### src/rtl/riscv_mc_pkg.sv
// Shared definitions for the multicycle RV32I controller: state encodings,
// opcodes and datapath select codes. ILLEGAL_TRAP_EN adds the TRAP state.
package riscv_mc_pkg;

   typedef enum logic [3:0] {
      S_FETCH    = 4'd0,
      S_DECODE   = 4'd1,
      S_MEMADR   = 4'd2,
      S_MEMREAD  = 4'd3,
      S_MEMWB    = 4'd4,
      S_MEMWRITE = 4'd5,
      S_EXECR    = 4'd6,
      S_EXECI    = 4'd7,
      S_ALUWB    = 4'd8,
      S_BEQ      = 4'd9,
      S_JAL      = 4'd10,
      S_JALR     = 4'd11,
`ifdef ILLEGAL_TRAP_EN
      S_JALRPC   = 4'd12,
      S_TRAP     = 4'd13
`else
      S_JALRPC   = 4'd12
`endif
   } mc_state_e;

   localparam logic [6:0] OP_LOAD   = 7'b0000011;
   localparam logic [6:0] OP_STORE  = 7'b0100011;
   localparam logic [6:0] OP_OP     = 7'b0110011;
   localparam logic [6:0] OP_OPIMM  = 7'b0010011;
   localparam logic [6:0] OP_BRANCH = 7'b1100011;
   localparam logic [6:0] OP_JAL    = 7'b1101111;
   localparam logic [6:0] OP_JALR   = 7'b1100111;

   localparam logic [1:0] SRCA_PC    = 2'b00;
   localparam logic [1:0] SRCA_OLDPC = 2'b01;
   localparam logic [1:0] SRCA_RS1   = 2'b10;

   localparam logic [1:0] SRCB_RS2  = 2'b00;
   localparam logic [1:0] SRCB_IMM  = 2'b01;
   localparam logic [1:0] SRCB_FOUR = 2'b10;

   localparam logic [1:0] RES_ALUOUT    = 2'b00;
   localparam logic [1:0] RES_MEMDATA   = 2'b01;
   localparam logic [1:0] RES_ALURESULT = 2'b10;

   localparam logic [1:0] ALUOP_ADD   = 2'b00;
   localparam logic [1:0] ALUOP_SUB   = 2'b01;
   localparam logic [1:0] ALUOP_FUNCT = 2'b10;

   function automatic logic is_mem_op(input logic [6:0] op);
      return (op == OP_LOAD) || (op == OP_STORE);
   endfunction

endpackage

### src/rtl/mc_opcode_decode.sv
// Combinational map from IR opcode to the state that follows DECODE,
// flagging opcodes the controller does not implement.
module mc_opcode_decode
   import riscv_mc_pkg::*;
(
   input  logic [6:0] op_code_i,
   output mc_state_e  next_state_o,
   output logic       illegal_o
);

   // Opcode lookup; unknown opcodes fall back to FETCH with the flag raised
   always_comb begin
      next_state_o = S_FETCH;
      illegal_o    = 1'b0;
      if (is_mem_op(op_code_i)) begin
         next_state_o = S_MEMADR;
      end else begin
         case (op_code_i)
            OP_OP:     next_state_o = S_EXECR;
            OP_OPIMM:  next_state_o = S_EXECI;
            OP_BRANCH: next_state_o = S_BEQ;
            OP_JAL:    next_state_o = S_JAL;
            OP_JALR:   next_state_o = S_JALR;
            default: begin
               next_state_o = S_FETCH;
               illegal_o    = 1'b1;
            end
         endcase
      end
   end

endmodule

### src/rtl/multicycle_controller.sv
// Moore FSM sequencing a multicycle RV32I datapath with a memory-ready handshake.
// Define ILLEGAL_TRAP_EN to trap on unknown opcodes instead of skipping them.
module multicycle_controller
   import riscv_mc_pkg::*;
#(
   parameter int STATE_W = 4
) (
   input  logic               clk,
   input  logic               reset,
   input  logic [6:0]         opCode,
   input  logic               zero,
   input  logic               memReady,
   output logic               pcWrite,
   output logic               irWrite,
   output logic               adrSrc,
   output logic               memRead,
   output logic               memWrite,
   output logic               regWrite,
   output logic               branch,
   output logic [1:0]         ALUSrcA,
   output logic [1:0]         ALUSrcB,
   output logic [1:0]         resultSrc,
   output logic [1:0]         ALUOp,
   output logic               illegal,
   output logic [STATE_W-1:0] state
);

`ifdef ILLEGAL_TRAP_EN
   localparam mc_state_e ILLEGAL_NEXT = S_TRAP;
`else
   localparam mc_state_e ILLEGAL_NEXT = S_FETCH;
`endif

   mc_state_e state_q;
   mc_state_e state_d;
   mc_state_e dec_next_s;
   logic      dec_illegal_s;

   mc_opcode_decode u_decode (
      .op_code_i    (opCode),
      .next_state_o (dec_next_s),
      .illegal_o    (dec_illegal_s)
   );

   // State register
   always_ff @(posedge clk) begin
      if (reset) begin
         state_q <= S_FETCH;
      end else begin
         state_q <= state_d;
      end
   end

   // Next-state logic; opCode only matters in DECODE and MEMADR
   always_comb begin
      state_d = state_q;
      case (state_q)
         S_FETCH: begin
            if (memReady) begin
               state_d = S_DECODE;
            end else begin
               state_d = S_FETCH;
            end
         end
         S_DECODE: begin
            if (dec_illegal_s) begin
               state_d = ILLEGAL_NEXT;
            end else begin
               state_d = dec_next_s;
            end
         end
         S_MEMADR: begin
            if (opCode == OP_STORE) begin
               state_d = S_MEMWRITE;
            end else begin
               state_d = S_MEMREAD;
            end
         end
         S_MEMREAD: begin
            if (memReady) begin
               state_d = S_MEMWB;
            end else begin
               state_d = S_MEMREAD;
            end
         end
         S_MEMWRITE: begin
            if (memReady) begin
               state_d = S_FETCH;
            end else begin
               state_d = S_MEMWRITE;
            end
         end
         S_MEMWB:  state_d = S_FETCH;
         S_EXECR:  state_d = S_ALUWB;
         S_EXECI:  state_d = S_ALUWB;
         S_ALUWB:  state_d = S_FETCH;
         S_BEQ:    state_d = S_FETCH;
         S_JAL:    state_d = S_ALUWB;
         S_JALR:   state_d = S_JALRPC;
         S_JALRPC: state_d = S_ALUWB;
`ifdef ILLEGAL_TRAP_EN
         S_TRAP:   state_d = S_TRAP;
`endif
         default:  state_d = S_FETCH;
      endcase
   end

   // Control decode from the current state; reset masks every enable and select
   always_comb begin
      pcWrite   = 1'b0;
      irWrite   = 1'b0;
      adrSrc    = 1'b0;
      memRead   = 1'b0;
      memWrite  = 1'b0;
      regWrite  = 1'b0;
      branch    = 1'b0;
      ALUSrcA   = SRCA_PC;
      ALUSrcB   = SRCB_RS2;
      resultSrc = RES_ALUOUT;
      ALUOp     = ALUOP_ADD;
      if (reset) begin
         pcWrite  = 1'b0;
         memWrite = 1'b0;
      end else begin
         case (state_q)
            S_FETCH: begin
               memRead   = 1'b1;
               adrSrc    = 1'b0;
               ALUSrcA   = SRCA_PC;
               ALUSrcB   = SRCB_FOUR;
               ALUOp     = ALUOP_ADD;
               resultSrc = RES_ALURESULT;
               pcWrite   = memReady;
               irWrite   = memReady;
            end
            S_DECODE: begin
               ALUSrcA = SRCA_OLDPC;
               ALUSrcB = SRCB_IMM;
               ALUOp   = ALUOP_ADD;
            end
            S_MEMADR: begin
               ALUSrcA = SRCA_RS1;
               ALUSrcB = SRCB_IMM;
               ALUOp   = ALUOP_ADD;
            end
            S_MEMREAD: begin
               adrSrc  = 1'b1;
               memRead = 1'b1;
            end
            S_MEMWB: begin
               resultSrc = RES_MEMDATA;
               regWrite  = 1'b1;
            end
            S_MEMWRITE: begin
               adrSrc   = 1'b1;
               memWrite = 1'b1;
            end
            S_EXECR: begin
               ALUSrcA = SRCA_RS1;
               ALUSrcB = SRCB_RS2;
               ALUOp   = ALUOP_FUNCT;
            end
            S_EXECI: begin
               ALUSrcA = SRCA_RS1;
               ALUSrcB = SRCB_IMM;
               ALUOp   = ALUOP_FUNCT;
            end
            S_ALUWB: begin
               resultSrc = RES_ALUOUT;
               regWrite  = 1'b1;
            end
            S_BEQ: begin
               ALUSrcA   = SRCA_RS1;
               ALUSrcB   = SRCB_RS2;
               ALUOp     = ALUOP_SUB;
               resultSrc = RES_ALUOUT;
               branch    = 1'b1;
               pcWrite   = zero;
            end
            S_JAL, S_JALRPC: begin
               // PC <- target held in ALUOut while ALU forms the link oldPC+4
               ALUSrcA   = SRCA_OLDPC;
               ALUSrcB   = SRCB_FOUR;
               ALUOp     = ALUOP_ADD;
               resultSrc = RES_ALUOUT;
               pcWrite   = 1'b1;
            end
            S_JALR: begin
               ALUSrcA = SRCA_RS1;
               ALUSrcB = SRCB_IMM;
               ALUOp   = ALUOP_ADD;
            end
            default: begin
               pcWrite  = 1'b0;
               memWrite = 1'b0;
            end
         endcase
      end
   end

`ifdef ILLEGAL_TRAP_EN
   assign illegal = (state_q == S_TRAP);
`else
   assign illegal = 1'b0;
`endif

   assign state = STATE_W'(state_q);

endmodule

### config.mk
export PLATFORM = sky130hd
export DESIGN_NAME = multicycle_controller
export DESIGN_NICKNAME = d
export VERILOG_FILES = /design/src/rtl/riscv_mc_pkg.sv /design/src/rtl/mc_opcode_decode.sv /design/src/rtl/multicycle_controller.sv
export SDC_FILE = /design/constraint.sdc
export NUM_CORES = 1
export LEC_CHECK = 0
export CAP_MARGIN = 20
export CORE_MARGIN = 2
export CORE_UTILIZATION = 42
export CTS_CLUSTER_DIAMETER = 30
export CTS_CLUSTER_SIZE = 14
export DETAILED_ROUTE_END_ITERATION = 16
export PLACE_DENSITY = 0.79
export SLEW_MARGIN = 10
export SYNTH_ARGS = -nofsm -noshare
export SYNTH_HDL_FRONTEND = slang
export SYNTH_HIERARCHICAL = 1
export SYNTH_SLANG_ARGS = --single-unit
### constraint.sdc
create_clock -name clk -period 4.2 [get_ports clk]
set_clock_uncertainty 0.05 [all_clocks]
set_input_delay 1.05 -clock clk [delete_from_list [all_inputs] [get_ports clk]]
set_output_delay 1.05 -clock clk [all_outputs]
set_load 0.01 [all_outputs]
# ---- Yosys cells after proc, flatten, opt, wreduce, memory -nomap -nowiden
# Index checks and enable logic that the tools add are counted.
dict set report totals {
  register_bits 4
  output_inout_bits 20
  word_cells 65
}
dict set report classes {
  eq_ne 19
  mux 32
  n_reduce_logical 13
}
# op n
set ops {}
lappend ops {{$pmux 4 s7} 1}
lappend ops {{$eq 7x7->1 const B} 3}
lappend ops {{$eq 4x4->1 const B} 5}
lappend ops {{$pmux 4 s5} 1}
lappend ops {{$eq 4x3->1 const B} 4}
lappend ops {{$mux 1} 16}
lappend ops {{$pmux 2 s2} 4}
lappend ops {{$eq 7x6->1 const B} 2}
lappend ops {{$reduce_or 2->1} 5}
lappend ops {{$reduce_or 5->1} 2}
lappend ops {{$mux 3} 3}
lappend ops {{$eq 4x2->1 const B} 2}
lappend ops {{$mux 2} 4}
lappend ops {{$mux 4} 2}
lappend ops {{$reduce_or 4->1} 2}
lappend ops {{$eq 7x2->1 const B} 1}
lappend ops {{$eq 7x5->1 const B} 1}
lappend ops {{$reduce_or 3->1} 2}
lappend ops {{$eq 4x1->1 const B} 1}
lappend ops {{$logic_not 4->1} 1}
lappend ops {{$pmux 1 s3} 1}
lappend ops {{$logic_or 1x1->1} 1}

# ---- Logic depth before layout (Yosys ltp)
dict set report logic_depth {
  ltp_word 6
  depth_mapped 5
  depth_no_buf 5
}

# ---- By module
# The synthesis kept the hierarchy.
# module instances cells_each area_per_inst_um2 seq_area_each_um2
set by_module_without_submodules {}
lappend by_module_without_submodules {multicycle_controller 1 83 526.8 80.1}
lappend by_module_without_submodules {mc_opcode_decode 1 12 92.6 0.0}

# ---- Worst setup path after synthesis
# OpenSTA, ideal clock, no wires.
dict set report synth_path {
  path_type {input -> output}
  startpoint {input port reset}
  endpoint {output port pcWrite}
  arrival_ns 1.719
  required_ns 3.100
  path_slack_ns 1.381
  stages 4
  path_buffers 0
  path_cell_list {inv_1 -> nand2_1 -> nor3_1 -> a31o_2}
}
dict set report synth_via {
  elab_chain_len 1
}
# item line_no
set synth_rtl {}
lappend synth_rtl {{start, declared} multicycle_controller.sv:9} ;# input logic reset,
lappend synth_rtl {{$mux 1} multicycle_controller.sv:121} ;# if (reset) begin
lappend synth_rtl {{end, declared} multicycle_controller.sv:13} ;# output logic pcWrite,
# No other way between the ends.

# ---- Worst setup path in the final report
dict set report layout_path {
  startpoint {input port memReady}
  endpoint {output port pcWrite}
}
dict set report layout_via {
  elab_chain_len 2
}
# item line_no
set layout_rtl {}
lappend layout_rtl {{start, declared} multicycle_controller.sv:12} ;# input logic memReady,
lappend layout_rtl {{$pmux 1 s3} multicycle_controller.sv:125} ;# case (state_q)
lappend layout_rtl {{$mux 1} multicycle_controller.sv:121}
# No other way between the ends.

==> flow_metrics.py <==
metrics = {
    "outcome": {
        "status": "completed",
    },
    "layout": {
        "largest_reg_flops": 4,
        "final_cell_area_um2": 918,
        "area_growth_pct": 48.3,
        "fin_cells": 136,
        "utilization": 0.689,
        "nets": 134,
        "n_antenna_cell": 0,
        "drive_above_1_share": 0.0661,
    },
    "logic_synthesis": {
        "ys_ff_latch": 4,
        "syn-cell-area_um2": 619,
        "seq_area_frac_synth": 0.129,
        "synth_cell_types": 36,
        "synth_nets": 106,
        "syn_inst": 95,
        "yosysWarningCount": 6,
        "synth.avg_cell_area_um2": 6.52,
    },
    "routing": {
        "post-route-drc-count": 0,
        "drt_iter0_markers": 16,
        "firstDrtPassIters": 4,
        "routed_wl_um": 1750,
        "viasPerCell": 5.74,
        "drt-wirelength-per-cell_um": 12.9,
        "ant_nets": 0,
        "vias": 781,
    },
    "place": {
        "dp_slack_ns": 0.497,
        "dpl_cell_area_um2": 896,
        "portBuffers": 29,
        "dp.cells": 133,
        "dp_hpwl_um": 1320,
        "place_congestion": 0.841,
    },
    "timing": {
        "finalSetupTns_ns": 0,
        "hold_viol": 0,
        "setup_violations": 0,
        "drv_slew": 0,
        "max_slew.worst_pin.slew_ns": 0.544,
        "whs_ns": 0.670,
        "finalCritPeriodShare": 0.883,
        "fmax_ghz": 0.270,
        "rsz0062_at_grt": "no",
        "max-slew-margin-rel": 0.637,
        "fin_crit_ns": 3.71,
        "setup_slack_ns": 0.493,
    },
    "clocking": {
        "cts_hold_buffers": 0,
        "clk_pin_slew_ns": 0.04,
        "cts_sinks": 4,
        "clk_latency_ns": 0.23,
        "numCtsBuffers": 3,
        "tritoncts": "built",
        "cts_root_buf": "clkbuf_4",
        "htreeDepth": 1,
        "cts_buffer_depth": 2,
        "cts_resized": 0,
        "cts_setup_buffers": 0,
    },
    "worst_hold_path": {
        "hold_end": "state[2]$_SDFF_PP0_",
        "hold_path_depth": 2,
        "hold_path_class": "reg -> reg",
        "worstHoldStart": "state[0]$_SDFF_PP0_",
    },
    "pwr": {
        "p_total_mw": 0.130,
        "vdd_ir_drop_max_uv": 137,
        "power.density_mw_per_mm2": 141,
        "leakage_nw": 0.306,
    },
    "global_routing": {
        "grt_pass1_vias": 727,
        "grt_max_degree": 19,
        "overflow": 0,
        "grt_use_met3": 0.0388,
        "grt_pass1_wl_um": 3150,
        "antenna_found_initial": 0,
        "gr-usage-met1": 0.300,
        "busiest_layer": "met2",
        "track_usage": 0.221,
        "met2_usage": 0.345,
    },
    "critical_path": {
        "crit_fanout": 6,
        "required_ns": 3.10,
        "r2r-end": "state[3]$_SDFF_PP0_",
        "arrival_ns": 2.61,
        "crit_type": "in -> out",
        "cp-end-kind": "output pin",
        "start_kind": "input pin",
        "r2r_cells": 4,
        "r2r-start": "state[0]$_SDFF_PP0_",
        "reg2reg_slack_ns": 2.51,
    },
    "die": {
        "rows": 13,
        "chipHeight_um": 42.4,
        "coreArea_mm2": 0.00133,
        "io_pins": 31,
        "die_area_mm2": 0.00180,
        "initial_core_util": 0.464,
        "dieWidth_um": 42.4,
    },
    "run": {
        "drv_cap": 0,
    },
}
report_power, final:
group	switching, mW	internal [mW]
logic	0.0198	0.0238
registers	0.00202	0.0388
clock network	0.0136	0.0318
total	0.0354	0.0944
synth_stat cells:
| library cell | n | share of area |
|---|---|---|
| a211o_1 | 2 | 0.028 |
| nand2_1 | 8 | 0.048 |
| nor2b_1 | 2 | 0.020 |
| a311oi_1 | 1 | 0.014 |
| clkbuf_1 | 3 | 0.018 |
| or2_2 | 1 | 0.010 |
| buf_4 | 1 | 0.012 |
| inv_1 | 4 | 0.024 |
| o21a_1 | 1 | 0.012 |
| o21bai_1 | 1 | 0.012 |
| nor3_1 | 11 | 0.089 |
| nor2_1 | 11 | 0.067 |
| or2_1 | 2 | 0.020 |
| nand4b_1 | 2 | 0.028 |
| or3_1 | 1 | 0.010 |
| mux2i_1 | 1 | 0.016 |
| buf_6 | 1 | 0.018 |
| dfxtp_1 | 4 | 0.13 |
| buf_2 | 2 | 0.016 |
| o221ai_1 | 1 | 0.014 |
| a211oi_2 | 1 | 0.020 |
| a31o_2 | 1 | 0.014 |
| xor2_1 | 2 | 0.028 |
| o21ai_0 | 2 | 0.016 |
| a211oi_1 | 1 | 0.012 |
| or4b_4 | 1 | 0.022 |
| and3b_1 | 1 | 0.014 |
| conb_1 | 1 | 0.0061 |
| a31oi_1 | 3 | 0.030 |
| nand2b_1 | 6 | 0.061 |
| nand3b_1 | 1 | 0.012 |
| and3_1 | 1 | 0.010 |
| a21oi_1 | 8 | 0.065 |
| nor4b_1 | 4 | 0.057 |
| nor3b_1 | 1 | 0.012 |
| or4_1 | 1 | 0.012 |
per-layer routing:
layer | share of wire | vias to the layer above
met5 | 0 | -
met4 | 0 | 0
met3 | 0.059 | 0
met2 | 0.47 | 32
met1 | 0.47 | 351
li1 | - | 398
worst max-delay path, stage by stage:
cell and delay (ns):
clkdlybuf4s50_1 0.57, inv_1 0.06, nor3_1 0.25, a31o_2 0.14
clkdlybuf4s50_1 0.53
cell usage in the layout (no fill, tap or decap), types with 2 or more instances in the layout:
cell | Yosys | layout
a31oi_1 | 3 | 3
clkbuf_4 | 0 | 3
nand2_1 | 8 | 8
a21oi_1 | 8 | 8
inv_1 | 4 | 4
nand2b_1 | 6 | 6
dfxtp_1 | 4 | 4
xor2_1 | 2 | 2
nor3_1 | 11 | 11
clkdlybuf4s50_1 | 0 | 29
nor2_1 | 11 | 11
o21ai_0 | 2 | 2
nor2b_1 | 2 | 2
a211o_1 | 2 | 2
nor4b_1 | 4 | 4
or2_1 | 2 | 2
nand4b_1 | 2 | 2
how the worst max path moves through the flow:
stage	to	slack (ns)	from	cells after the start
2_1_floorplan	pcWrite	1.38	reset	4
3_3_place_gp	pcWrite	0.54	memReady	5
3_5_place_dp	pcWrite	0.50	memReady	5
4_1_cts	pcWrite	0.49	memReady	5
5_1_grt	pcWrite	0.39	memReady	5
6_report	pcWrite	0.49	memReady	5
layout make-up:
cell class                      instances  area, um2
Timing Repair Buffer                   30        298
Tap cell                               15       18.8
Inverter                                4       15.0
Sequential cell                         4       80.1
Fill cell                             118        415
Multi-Input combinational cell         80        484
Clock buffer                            3       22.5
kinds of logic (layout without fill, tap and decap cells):
group                  after synthesis  count (layout)  synth area share
flip-flops                           4               4             0.129
multiplexers                         1               1            0.0162
XOR/XNOR                             2               2            0.0283
AND/OR/NAND/NOR                     54              54             0.493
buffers and inverters               11              37            0.0889
other                                1               1           0.00605
AO/OA/AOI/OAI                       22              22             0.238
Power figures use the tool's default switching activity.
==> patch, RTL diff (config.mk and constraints unchanged) <==
Set the parameter `STATE_W` to 6 (it was 4).
--- a/src/rtl/multicycle_controller.sv
+++ b/src/rtl/multicycle_controller.sv
@@ -3,7 +3,7 @@
 module multicycle_controller
    import riscv_mc_pkg::*;
 #(
-   parameter int STATE_W = 4
+   parameter int STATE_W = 6
 ) (
    input  logic               clk,
    input  logic               reset,
Ports: changed (resized state); port bits go from 31 to 33. The function was not compared with the original's and may differ.
==> patch against the original RTL <==
Sequential cell count did not move; power rose by 0.57%; count of clock-buffer cells in the layout did not move; via count fell by 0.77%; synthesized cell count rose by 2.1%; routed wire length fell by 1.3%; largest power group unchanged; setup slack improved by 0.014 ns; highest routed layer unchanged; design area rose by 0.95%; area after synthesis rose by 2.4%; global-route usage fell by 1.1 points; largest cell class unchanged.
==> patch: results (changes against the original RTL) <==
clk slew on worst S/H paths 0.04 ns (about the same); M1 GR Usage 28.3% (was 30.0%); Nets 136 (was 134); ANT cells 0 (unchanged); post-place setup slack 0.526 ns (was 0.497 ns); switching power 36.1 µW (was 35.4 µW); # Post-CTS Setup Buffers 0 (unchanged); met3 Resource Use GR 2.98% (was 3.88%); post-CTS sizing 0 (unchanged); HPWL Detailed 1.31 mm (was 1.32 mm); average cell area after synthesis 6.54 µm² (was 6.52 µm²); initial antenna violation count 0 (unchanged); Worst path max stage delay 0.57 ns (about the same); vias in the first global route 687 (was 727); leakage power 0.312 nW (was 0.306 nW); Vias 775 (was 781); sequential element share of the synthesized area 12.6% (was 12.9%); Post-synth top cells 11 x nor2_1, 11 x nor3_1, 8 x a21oi_1, 8 x nand2_1, 6 x nand2b_1 (unchanged); VDD IR-drop max 0.000145 V (was 0.000137 V); Synth cell types 36 (unchanged); first drt pass iteration count 4 (unchanged); DRT iter0 DRCs 28 (was 16); routed wire length 1.73 mm (was 1.75 mm); type of the tightest min-delay check reg2reg (unchanged); total CTS buffers 3 (unchanged); CP Max Fanout 6 (unchanged); status finished clean (unchanged); met2 Resource Use GR 32.7% (was 34.5%); share of cells above drive strength 1 6.50% (was 6.61%); Main synth FF type dfxtp_1 (unchanged); largest net degree at the start of global routing 19 (unchanged); RePlAce Congestion 0.850 (was 0.841); DP Area 905 µm² (was 896 µm²); H-tree levels 1 (unchanged); Skew-Pair Late Insertion Delay 0.23 ns (about the same); Clock Path Buffers 2 (unchanged); Syn. warnings 6 (unchanged); crit path DAT 2.59 ns (was 2.61 ns); Largest regs state_q (4); largest cells by area after synthesis dfxtp_1 13%, nor3_1 8.7%, nor2_1 6.5% (was dfxtp_1 13%, nor3_1 8.9%, nor2_1 6.7%); post-synthesis async set-or-reset flop share 0% (unchanged); WL/cell 12.4 µm (was 12.9 µm); worst-margin pin slew 0.573 ns (was 0.544 ns); total track usage 21.0% (was 22.1%); CP top delay family buffers and inverters (unchanged); first-pass GRT wire length 2.98 mm (was 3.15 mm); slowest stage cell on the critical path clkdlybuf4s50_1 (unchanged); setup violators final 0 (unchanged); I/O Buffers 29 (unchanged); clock root buffer clkbuf_4 (unchanged)
-- patch: per-layer routing --
metal / wire length, µm / vias to the layer above
met5: 0 / -
met4: 0 / 0
met3: 81 / 0
met2: 833 / 23
met1: 812 / 353
li1: - / 399
-- patch: final timing paths --
| check | start | end | slack, ns | cells past startpoint |
|---|---|---|---|---|
| setup reg to reg | state_q[0]$_SDFF_PP0_ | state_q[3]$_SDFF_PP0_ | 2.48 | 4 |
| hold reg to reg | state_q[0]$_SDFF_PP0_ | state_q[2]$_SDFF_PP0_ | 0.68 | 2 |
| setup / recovery | memReady | pcWrite | 0.51 | 5 |
| hold / removal | state_q[0]$_SDFF_PP0_ | state_q[2]$_SDFF_PP0_ | 0.68 | 2 |
-- patch: cell type report --
cell class              instances  area (µm²)
well taps                      16        20.0
clock buffers                   3        22.5
inverters                       4        15.0
multi-input cells              82         492
flip-flops and latches          4        80.1
fillers                       146         527
repair buffers                 30         298
-- patch: worst reg2reg max path, stage by stage, from the launching register on --
cell      delay (ns)
dfxtp_1         0.58
nand2b_1        0.26
nor4b_1         0.36
a211oi_1        0.09
a311oi_1        0.29
-- patch: power groups by stage --
stage	registers, mW	clock network (mW)	logic, mW
2_1_floorplan	0.0403	0	0.0228
3_3_place_gp	0.0413	0	0.0431
3_5_place_dp	0.0413	0	0.0438
4_1_cts	0.0407	0.0499	0.0438
5_1_grt	0.0410	0.0507	0.0484
6_report	0.0408	0.0459	0.0438
-- patch: kinds of logic after synthesis --
kind of cell / after synthesis / synth area share, %
muxes: 1 / 1.58
buffers and inverters: 13 / 11.0
xor gates and xnor gates: 2 / 2.76
AOI/OAI and AO/OA: 22 / 23.3
other: 1 / 0.591
and+or+nand+nor: 54 / 48.1
DFF: 4 / 12.6
